===== src/rtl/dram_cmd_responder.sv =====
// dram_cmd_responder: device-side DRAM command responder with per-bank
// row FSMs, tRCD/tRP countdowns, a CL delay line and burst generation.
// Ports: clk, rst (sync, active-high); cmd_valid/op/bank/row/col in;
// bank_open, data_valid/we/bank/col, err/err_code out.
// Build option: DRAM_RESP_CHECK_EN builds legality checks and err output;
// without it every command is applied and err/err_code are tied to 0.
module dram_cmd_responder #(
  parameter int NUM_BANKS = 16,
  parameter int ROW_W     = 16,
  parameter int COL_W     = 10,
  parameter int T_RP      = 24,
  parameter int T_RCD     = 24,
  parameter int T_CL      = 24,
  parameter int T_BURST   = 4
) (
  input  logic                         clk,
  input  logic                         rst,
  input  logic                         cmd_valid,
  input  logic [1:0]                   cmd_op,
  input  logic [$clog2(NUM_BANKS)-1:0] cmd_bank,
  input  logic [ROW_W-1:0]             cmd_row,
  input  logic [COL_W-1:0]             cmd_col,
  output logic [NUM_BANKS-1:0]         bank_open,
  output logic                         data_valid,
  output logic                         data_we,
  output logic [$clog2(NUM_BANKS)-1:0] data_bank,
  output logic [COL_W-1:0]             data_col,
  output logic                         err,
  output logic [2:0]                   err_code
);

  localparam int BW   = $clog2(NUM_BANKS);
  localparam int TMAX = (T_RP > T_RCD) ? T_RP : T_RCD;
  localparam int CW   = (TMAX > 1) ? $clog2(TMAX) : 1;
  localparam int BCW  = (T_BURST > 1) ? $clog2(T_BURST) : 1;
  localparam int DLN  = T_CL - 1;

  typedef enum logic [1:0] {
    S_CLOSED,
    S_ACTIVATING,
    S_OPEN,
    S_PRECHARGING
  } bank_st_e;

  typedef struct packed {
    logic             v;
    logic             we;
    logic [BW-1:0]    bank;
    logic [COL_W-1:0] col;
  } cas_t;

  bank_st_e         r_st     [NUM_BANKS];
  bank_st_e         w_st_nx  [NUM_BANKS];
  logic [CW-1:0]    r_cnt    [NUM_BANKS];
  logic [CW-1:0]    w_cnt_nx [NUM_BANKS];
  logic [ROW_W-1:0] r_row    [NUM_BANKS];

  logic w_act;
  logic w_pre;
  logic w_cas;
  logic w_ok;

  assign w_act = cmd_valid && (cmd_op == 2'b00);
  assign w_pre = cmd_valid && (cmd_op == 2'b01);
  assign w_cas = cmd_valid && cmd_op[1];

  // Counters load T-1 and the state flips on the edge that takes the
  // counter to zero, so the new state is visible exactly T cycles later.
  always_comb begin
    for (int b = 0; b < NUM_BANKS; b++) begin
      w_st_nx[b]  = r_st[b];
      w_cnt_nx[b] = r_cnt[b];
      unique case (r_st[b])
        S_ACTIVATING: begin
          if (r_cnt[b] <= CW'(1)) begin
            w_st_nx[b]  = S_OPEN;
            w_cnt_nx[b] = '0;
          end else begin
            w_cnt_nx[b] = r_cnt[b] - CW'(1);
          end
        end
        S_PRECHARGING: begin
          if (r_cnt[b] <= CW'(1)) begin
            w_st_nx[b]  = S_CLOSED;
            w_cnt_nx[b] = '0;
          end else begin
            w_cnt_nx[b] = r_cnt[b] - CW'(1);
          end
        end
        default: ;
      endcase
      if (w_ok && (cmd_bank == BW'(b))) begin
        if (w_act) begin
          w_st_nx[b]  = S_ACTIVATING;
          w_cnt_nx[b] = CW'(T_RCD - 1);
        end else if (w_pre &&
                     (r_st[b] == S_OPEN ||
                      r_st[b] == S_ACTIVATING)) begin
          w_st_nx[b]  = S_PRECHARGING;
          w_cnt_nx[b] = CW'(T_RP - 1);
        end
      end
    end
  end

  always_ff @(posedge clk) begin
    for (int b = 0; b < NUM_BANKS; b++) begin
      if (rst) begin
        r_st[b]  <= S_CLOSED;
        r_cnt[b] <= '0;
      end else begin
        r_st[b]  <= w_st_nx[b];
        r_cnt[b] <= w_cnt_nx[b];
      end
    end
  end

  always_comb begin
    bank_open = '0;
    for (int b = 0; b < NUM_BANKS; b++)
      bank_open[b] = (r_st[b] == S_OPEN);
  end

  always_ff @(posedge clk) begin
    for (int b = 0; b < NUM_BANKS; b++) begin
      if (rst)
        r_row[b] <= '0;
      else if (w_act && w_ok && (cmd_bank == BW'(b)))
        r_row[b] <= cmd_row;
    end
  end

  // The row is held for the controller's benefit only; fold it so the
  // storage is not considered dead.
  logic w_unused_row;
  always_comb begin
    w_unused_row = 1'b0;
    for (int b = 0; b < NUM_BANKS; b++)
      w_unused_row = w_unused_row ^ (^r_row[b]);
  end

  // CL delay line: T_CL-1 stages plus the burst register give CL cycles.
  cas_t r_dl [DLN];
  cas_t w_cas_in;
  cas_t w_dl_out;

  assign w_cas_in = {w_cas && w_ok, cmd_op[0], cmd_bank, cmd_col};
  assign w_dl_out = r_dl[DLN-1];

  always_ff @(posedge clk) begin
    if (rst) begin
      for (int i = 0; i < DLN; i++)
        r_dl[i] <= '0;
    end else begin
      r_dl[0] <= w_cas_in;
      for (int i = 1; i < DLN; i++)
        r_dl[i] <= r_dl[i-1];
    end
  end

  logic             r_dv;
  logic             r_dwe;
  logic [BW-1:0]    r_dbank;
  logic [COL_W-1:0] r_dcol;
  logic [BCW-1:0]   r_bcnt;

  // A new burst arriving takes priority so bursts can run back-to-back.
  always_ff @(posedge clk) begin
    if (rst) begin
      r_dv    <= 1'b0;
      r_dwe   <= 1'b0;
      r_dbank <= '0;
      r_dcol  <= '0;
      r_bcnt  <= '0;
    end else if (w_dl_out.v) begin
      r_dv    <= 1'b1;
      r_dwe   <= w_dl_out.we;
      r_dbank <= w_dl_out.bank;
      r_dcol  <= w_dl_out.col;
      r_bcnt  <= BCW'(T_BURST - 1);
    end else if (r_bcnt != '0) begin
      r_bcnt  <= r_bcnt - BCW'(1);
    end else begin
      r_dv    <= 1'b0;
      r_dwe   <= 1'b0;
      r_dbank <= '0;
      r_dcol  <= '0;
    end
  end

  assign data_valid = r_dv;
  assign data_we    = r_dwe;
  assign data_bank  = r_dbank;
  assign data_col   = r_dcol;

`ifdef DRAM_RESP_CHECK_EN
  localparam int GW = $clog2(T_BURST + 1);

  bank_st_e      w_tgt;
  logic [2:0]    w_code;
  logic [GW-1:0] r_gap;
  logic          r_err;
  logic [2:0]    r_err_code;

  assign w_tgt = r_st[cmd_bank];

  // r_gap == 0 means no column command since reset.
  always_comb begin
    w_code = 3'd0;
    unique case (1'b1)
      w_act: begin
        if (w_tgt == S_OPEN || w_tgt == S_ACTIVATING)
          w_code = 3'd1;
        else if (w_tgt == S_PRECHARGING)
          w_code = 3'd2;
      end
      w_cas: begin
        if (w_tgt == S_CLOSED || w_tgt == S_PRECHARGING)
          w_code = 3'd3;
        else if (w_tgt == S_ACTIVATING)
          w_code = 3'd4;
        else if (r_gap != '0 && r_gap < GW'(T_BURST))
          w_code = 3'd5;
      end
      w_pre: begin
        if (w_tgt == S_ACTIVATING)
          w_code = 3'd6;
      end
      default: ;
    endcase
  end

  assign w_ok = (w_code == 3'd0);

  always_ff @(posedge clk) begin
    if (rst) begin
      r_gap      <= '0;
      r_err      <= 1'b0;
      r_err_code <= 3'd0;
    end else begin
      if (w_cas && w_ok)
        r_gap <= GW'(1);
      else if (r_gap != '0 && r_gap < GW'(T_BURST))
        r_gap <= r_gap + GW'(1);
      r_err      <= (w_code != 3'd0);
      r_err_code <= w_code;
    end
  end

  assign err      = r_err;
  assign err_code = r_err_code;
`else
  assign w_ok     = 1'b1;
  assign err      = 1'b0;
  assign err_code = 3'd0;
`endif

endmodule


===== config.mk =====
export PLATFORM = sky130hd
export DESIGN_NAME = dram_cmd_responder
export DESIGN_NICKNAME = d
export VERILOG_FILES = /design/src/rtl/dram_cmd_responder.sv
export SDC_FILE = /design/constraint.sdc
export NUM_CORES = 1
export LEC_CHECK = 0
export ABC_AREA = 0
export CAP_MARGIN = 20
export CELL_PAD_IN_SITES_DETAIL_PLACEMENT = 0
export CELL_PAD_IN_SITES_GLOBAL_PLACEMENT = 1
export CORE_UTILIZATION = 40
export CTS_CLUSTER_SIZE = 40
export DETAILED_ROUTE_END_ITERATION = 10
export HOLD_SLACK_MARGIN = 0.03
export PLACE_DENSITY = 0.67
export REMOVE_ABC_BUFFERS = 1
export SLEW_MARGIN = 15
export SYNTH_ARGS = -nofsm -noshare
export SYNTH_HDL_FRONTEND = slang
export SYNTH_SLANG_ARGS = --single-unit

===== constraint.sdc =====
create_clock -name clk -period 2 [get_ports clk]
set_input_delay 0.2 -clock clk [delete_from_list [all_inputs] [get_ports clk]]
set_output_delay 0.2 -clock clk [all_outputs]
set_load 0.03 [all_outputs]

==> flow_summary.json, run 1 <==
{
  "hold_slack_ns": 0.179,
  "clk_latency_ns": 0.57,
  "ys_seq_elements": 498,
  "postRouteAntennaNets": 0,
  "clk_pin_slew_ns": 0.06,
  "relSlewSlack_pct": 55.7,
  "final-max-slew-violation-count": 0,
  "crit_path_start_kind": "flop",
  "required_ns": 1.80,
  "crit_slowest_cell": "dfxtp_1",
  "h-tree-depth": 2,
  "start_util_pct": 40.7,
  "clock_skew_ns": 0.0140,
  "ys_types": 51,
  "yosysWarningCount": 0,
  "cp_max_fo": 4,
  "synth_top_area_cell": "dfxtp_1",
  "rows": 75,
  "rr_endpoint": "r_cnt[0][33]$_SDFF_PP0_",
  "cts.path.max_buffers": 3,
  "rr_worst_depth": 5,
  "fmax_ghz": 0.532,
  "ys_async_sr_fraction_pct": 0,
  "io_pins": 71,
  "yosys-top-cells-area": "dfxtp_1 (58%), nor2b_1 (13%), ha_1 (5.9%)",
  "wl_per_cell_um": 12.0,
  "crit_family": "buffers and inverters",
  "endpoint": "bank_open[10]",
  "drc": 0,
  "fp.dieW_um": 209,
  "cts_setup_buffers": 0,
  "max_stage_delay_ns": 0.39,
  "final_common_cell": "dfxtp_1",
  "via_per_inst": 4.59,
  "routed_wl_um": 28000,
  "status": "finished, final reports clean",
  "overflow": 0,
  "min_path_cells": 2,
  "fp.dieArea_um2": 43600,
  "dp_hpwl_um": 17600,
  "worstPathCellList": "inv_1 -> ha_1 -> dlygate4sd2_1",
  "critical_path_class": "reg2out",
  "grt_pass1_wl_um": 47500,
  "layout_min_cycle_time_ns": 1.88,
  "cp_num_buf_inv": 2,
  "core-area_um2": 42000,
  "reg2reg_slack_ns": 0.32,
  "gp_congestion": 0.786,
  "numCtsBuffers": 50,
  "grt_usage_pct": 13.1,
  "nFillCells": 3922,
  "first_pass_iters": 4,
  "dr.first_iter.drc_count": 467,
  "maxCapViolations": 0,
  "syn_area_per_cell_um2": 10.3,
  "min_path_type": "in2reg",
  "num_vias": 10700,
  "rsz0062_at_grt": "no",
  "yosysTopAreaCellShare_pct": 58.2,
  "cp_num_cells": 3,
  "drive_gt1_share_pct": 8.57,
  "critPathLaunch": "r_st[1][4]$_SDFF_PP0_",
  "p_leak_nw": 7.81,
  "syn_inst": 1657,
  "setup_viol": 0,
  "syn2layout_area_growth_pct": 18.3,
  "end_kind": "output port",
  "portBuffers": 50,
  "seq_area_frac_synth_pct": 58.2,
  "syn_area_um2": 17100,
  "grt_max_degree": 70,
  "synth_edf_count": 0,
  "layout_common_cells": "dfxtp_1 (498), nor2b_1 (369), o21ai_0 (115), nor2_1 (95), ha_1 (81)",
  "fin_setup_tns_ns": 0,
  "cts_root_buffer": "clkbuf_16",
  "vdd_drop_max_v": 0.000811,
  "grt_pass1_vias": 9883,
  "antennaDiodeCount": 0,
  "r2r_start": "r_cnt[0][31]$_SDFF_PP0_",
  "antenna_found_initial": 0,
  "arrival_ns": 1.68,
  "cts_tree": "yes",
  "period_share_pct": 94.0,
  "p_per_area_nw_per_um2": 982,
  "die_h_um": 209,
  "cts.sinks": 498,
  "hold_viol_final": 0,
  "synth_flop_cell": "dfxtp_1",
  "tightest_slew_ns": 0.665,
  "nets": 1876
}
==> layout make-up <==
| class | count | area (um^2) | area share [%] |
|---|---|---|---|
| Clock buffer | 78 | 1550 | 7.65 |
| Clock inverter | 10 | 103 | 0.507 |
| Inverter | 68 | 255 | 1.26 |
| Multi-Input combinational cell | 1024 | 6620 | 32.7 |
| Sequential cell | 498 | 9970 | 49.2 |
| Tap cell | 539 | 674 | 3.33 |
| Timing Repair Buffer | 118 | 1080 | 5.36 |
==> synthesized netlist by cell type, types with 2 or more instances <==
| cell | count |
|---|---|
| a32oi_1 | 2 |
| buf_2 | 2 |
| ha_1 | 81 |
| dfxtp_1 | 498 |
| nand2b_1 | 4 |
| inv_1 | 68 |
| buf_1 | 2 |
| xor2_1 | 15 |
| xnor2_1 | 30 |
| nor4_1 | 17 |
| nor3b_1 | 21 |
| nor2_1 | 95 |
| a21oi_1 | 33 |
| o21ai_0 | 115 |
| buf_4 | 5 |
| nor2b_1 | 369 |
| a21o_1 | 2 |
| o32a_1 | 8 |
| nand3_1 | 21 |
| nand4_1 | 4 |
| nand2_1 | 53 |
| nor3_1 | 44 |
| o21a_1 | 10 |
| a221oi_1 | 7 |
| a31oi_1 | 23 |
| a22oi_1 | 13 |
| or3_1 | 15 |
| clkbuf_1 | 60 |
| o2bb2a_1 | 6 |
| a311oi_1 | 13 |
==> power by group <==
part / leakage (nW) / total (W) / internal (W) / switching, W
combinational: 2.98 / 0.000726 / 0.000268 / 0.000459
clock: 0.815 / 0.00912 / 0.00543 / 0.00369
sequential: 4.02 / 0.0100 / 0.0100 / 0.0000369
total: 7.81 / 0.0199 / 0.0157 / 0.00418
==> sequential cells by signal, summed over array words and instances, names as in the netlist <==
signal / count
data_we: 1
data_col: 10
r_cnt: 80
data_valid: 1
r_dl: 368
r_bcnt: 2
r_st: 32
data_bank: 4
==> repair_timing <==
action / CTS / global route
hold buffers: 1 / 0
setup endpoints to repair: 15 / 0
gates resized for setup: 15 / 0
hold endpoints to repair: 29 / 0
==> metrics by stage <==
step / cell area, um^2 / worst slack, ns / util (%) / power [W] / std cells
final: 20300 / 0.120 / 48.2 / 0.0199 / 2335
after CTS: 20300 / 0.0783 / 48.2 / 0.0203 / 2335
after floorplan: 16800 / 0.481 / - / 0.0106 / 1590
after global routing: 20300 / 0.0262 / 48.2 / 0.0208 / 2335
after global placement: 18600 / 0.0414 / 44.3 / 0.0110 / 2246
after detailed placement: 18600 / 0.0140 / 44.3 / 0.0110 / 2246
==> logic make-up (layout without fill, tap and decap cells) <==
kind of cell               count (synthesis)  in the layout  share of synthesized area, %
AOI/OAI and AO/OA                        236            236                          8.41
xor gates and xnor gates                  45             45                          2.30
adders and majority gates                 81             81                          5.92
buffers and inverters                    138            274                          3.19
DFF                                      498            498                          58.2
muxes                                      1              1                        0.0585
other                                      1              4                        0.0219
and+or+nand+nor                          657            657                          21.9
==> layer usage <==
layer  wire (um)  global-route usage [%]
met5           0                       0
met3        1070                    2.72
met1       14300                    17.7
met4         721                    5.43
met2       11800                    20.1
==> how the worst min path moves through the flow <==
| stage | from | endpoint | slack (ns) |
|---|---|---|---|
| finish | cmd_col[8] | r_dl[0][8]$_SDFF_PP0_ | 0.18 |
| global route | cmd_col[8] | r_dl[0][8]$_SDFF_PP0_ | 0.15 |
| CTS | cmd_col[8] | r_dl[0][8]$_SDFF_PP0_ | 0.13 |
| detailed placement | r_dl[0][65]$_SDFF_PP0_ | r_dl[0][81]$_SDFF_PP0_ | 0.42 |
| global placement | r_dl[2][37]$_SDFF_PP0_ | r_dl[2][53]$_SDFF_PP0_ | 0.42 |
| floorplan | rst | r_cnt[0][26]$_SDFF_PP0_ | 0.27 |
(Power assumes the default switching activity.)
==> run 2: changes to the inputs <==
--- a/config.mk
+++ b/config.mk
@@ -15,7 +15,7 @@
 export HOLD_SLACK_MARGIN = 0.03
 export PLACE_DENSITY = 0.67
 export REMOVE_ABC_BUFFERS = 1
-export SLEW_MARGIN = 15
+export SLEW_MARGIN = 20
 export SYNTH_ARGS = -nofsm -noshare
 export SYNTH_HDL_FRONTEND = slang
 export SYNTH_SLANG_ARGS = --single-unit
==> constraint.sdc (replaced) <==
create_clock -name clk -period 2 [get_ports clk]
set_input_delay 0.4 -clock clk [delete_from_list [all_inputs] [get_ports clk]]
set_output_delay 0.4 -clock clk [all_outputs]
set_load 0.03 [all_outputs]
==> flow_summary.json, run 2 (synthesis gave the netlist of run 1 again) <==
{
  "syn2layout_area_growth_pct": 18.4,
  "antenna_found_initial": 0,
  "cts_setup_buffers": 0,
  "final-max-slew-violation-count": 0,
  "fin_setup_tns_ns": 0,
  "fp.dieW_um": 209,
  "vdd_drop_max_v": 0.000532,
  "relSlewSlack_pct": 55.8,
  "grt_usage_pct": 13.1,
  "nFillCells": 3914,
  "die_h_um": 209,
  "placed_cell_area_um2": 18600,
  "largest_reg_flops": 368,
  "io_pins": 71,
  "p_leak_nw": 7.87,
  "period_share_pct": 97.4,
  "dr.first_iter.drc_count": 449,
  "num_vias": 10800,
  "ctsResizeCount": 65,
  "p_per_area_nw_per_um2": 997,
  "antennaDiodeCount": 0,
  "multiInputGateArea_um2": 6620,
  "max_stage_delay_ns": 0.38,
  "pre_cts_ws_ns": -0.248,
  "fin_util_pct": 48.2,
  "start_util_pct": 40.7,
  "via_per_inst": 4.63,
  "rows": 75,
  "fmax_ghz": 0.514,
  "finalWorstSetupSlack_ns": 0.0526,
  "cp_max_fo": 4,
  "largestRegisters": "r_dl x368, r_cnt x80, r_st x32",
  "crit_family": "flip-flops",
  "grt_pass1_wl_um": 47700,
  "hold_viol_final": 0,
  "status": "finished, final reports clean",
  "first_pass_iters": 6,
  "h-tree-depth": 2,
  "overflow": 0,
  "worstPathCellList": "inv_1 -> ha_1 -> buf_2",
  "rsz0062_at_grt": "no",
  "cts.path.max_buffers": 3,
  "critical_path_class": "reg2out",
  "crit_path_start_kind": "flop",
  "portBuffers": 50,
  "drc": 0,
  "fin_cells": 2341,
  "gp_congestion": 0.804,
  "regArea_um2": 9970,
  "cts.sinks": 498,
  "cp_num_buf_inv": 2,
  "postRouteAntennaNets": 0,
  "nets": 1878,
  "numCtsBuffers": 51,
  "clk_latency_ns": 0.59,
  "core-area_um2": 42000,
  "min_path_type": "in2reg",
  "place_inst": 2248,
  "clk_pin_slew_ns": 0.06,
  "cts_tree": "yes",
  "setup_viol": 0,
  "layout_common_cells": "dfxtp_1 (494), nor2b_1 (369), o21ai_0 (115), nor2_1 (95), ha_1 (81)",
  "final_common_cell": "dfxtp_1",
  "wl_per_cell_um": 11.9,
  "grt_pass1_vias": 10100,
  "grt_max_degree": 70,
  "ctsHoldBuffers": 0,
  "top_register": "r_dl",
  "drive_gt1_share_pct": 9.88,
  "maxCapViolations": 0,
  "tightest_slew_ns": 0.664,
  "fin_area_um2": 20300,
  "cts_root_buffer": "clkbuf_16",
  "dp_hpwl_um": 17700,
  "layout_min_cycle_time_ns": 1.95,
  "required_ns": 1.60,
  "arrival_ns": 1.55,
  "crit_slowest_cell": "dfxtp_1",
  "end_kind": "output port",
  "clock_skew_ns": 0.0158,
  "fp.dieArea_um2": 43600,
  "routed_wl_um": 27900
}
run 2: final cells by class:
| cell class | count | share of cell area, % |
|---|---|---|
| sequential | 498 | 49.2 |
| multi-input combinational | 1024 | 32.6 |
| clock buffer | 76 | 7.35 |
| timing repair buffer | 119 | 5.09 |
| tap | 539 | 3.33 |
| inverter | 68 | 1.26 |
| clock inverter | 17 | 1.12 |
run 2: path summary, 6_finish.rpt:
| check | to | depth (start not counted) | from | slack (ns) |
|---|---|---|---|---|
| setup / recovery | bank_open[11] | 3 | r_st[1][6]$_SDFF_PP0_ | 0.05 |
| setup reg to reg | r_cnt[1][13]$_SDFF_PP0_ | 5 | r_cnt[1][11]$_SDFF_PP0_ | 0.26 |
| hold reg to reg | r_dl[2][106]$_SDFF_PP0_ | 1 | r_dl[2][90]$_SDFF_PP0_ | 0.42 |
| hold / removal | r_cnt[1][15]$_SDFF_PP0_ | 2 | rst | 0.10 |
run 2: metal layers:
| layer | vias up | GRT usage [%] | part of all wire (%) |
|---|---|---|---|
| met5 | - | 0 | 0 |
| met1 | 5017 | 17.1 | 50 |
| li1 | 5672 | - | - |
| met4 | 0 | 4.36 | 1.6 |
| met3 | 37 | 3.59 | 4.2 |
| met2 | 116 | 20.9 | 44 |
run 2: stage by stage:
step	power, W	hold slack, ns
final	0.0202	0.100
after global routing	0.0211	0.0864
after CTS	0.0206	0.0687
after detailed placement	0.0110	0.420
after global placement	0.0110	0.416
after floorplan	0.0106	0.414
run 2: worst reg2reg max path: cells and delay by family, from the launching register on:
kind	cells	cell delay [ns]
AO/OA/AOI/OAI	3	1.00
flip-flops	1	0.39
adder cells (fa/ha/maj)	1	0.17
buffers and inverters	1	0.09
run 2: where the power goes:
| group | total, W | internal (W) | switching, W |
|---|---|---|---|
| Combinational | 0.000728 | 0.000269 | 0.000459 |
| Sequential | 0.0100 | 0.0100 | 0.0000367 |
| Clock | 0.00944 | 0.00568 | 0.00376 |
| Total | 0.0202 | 0.0160 | 0.00425 |
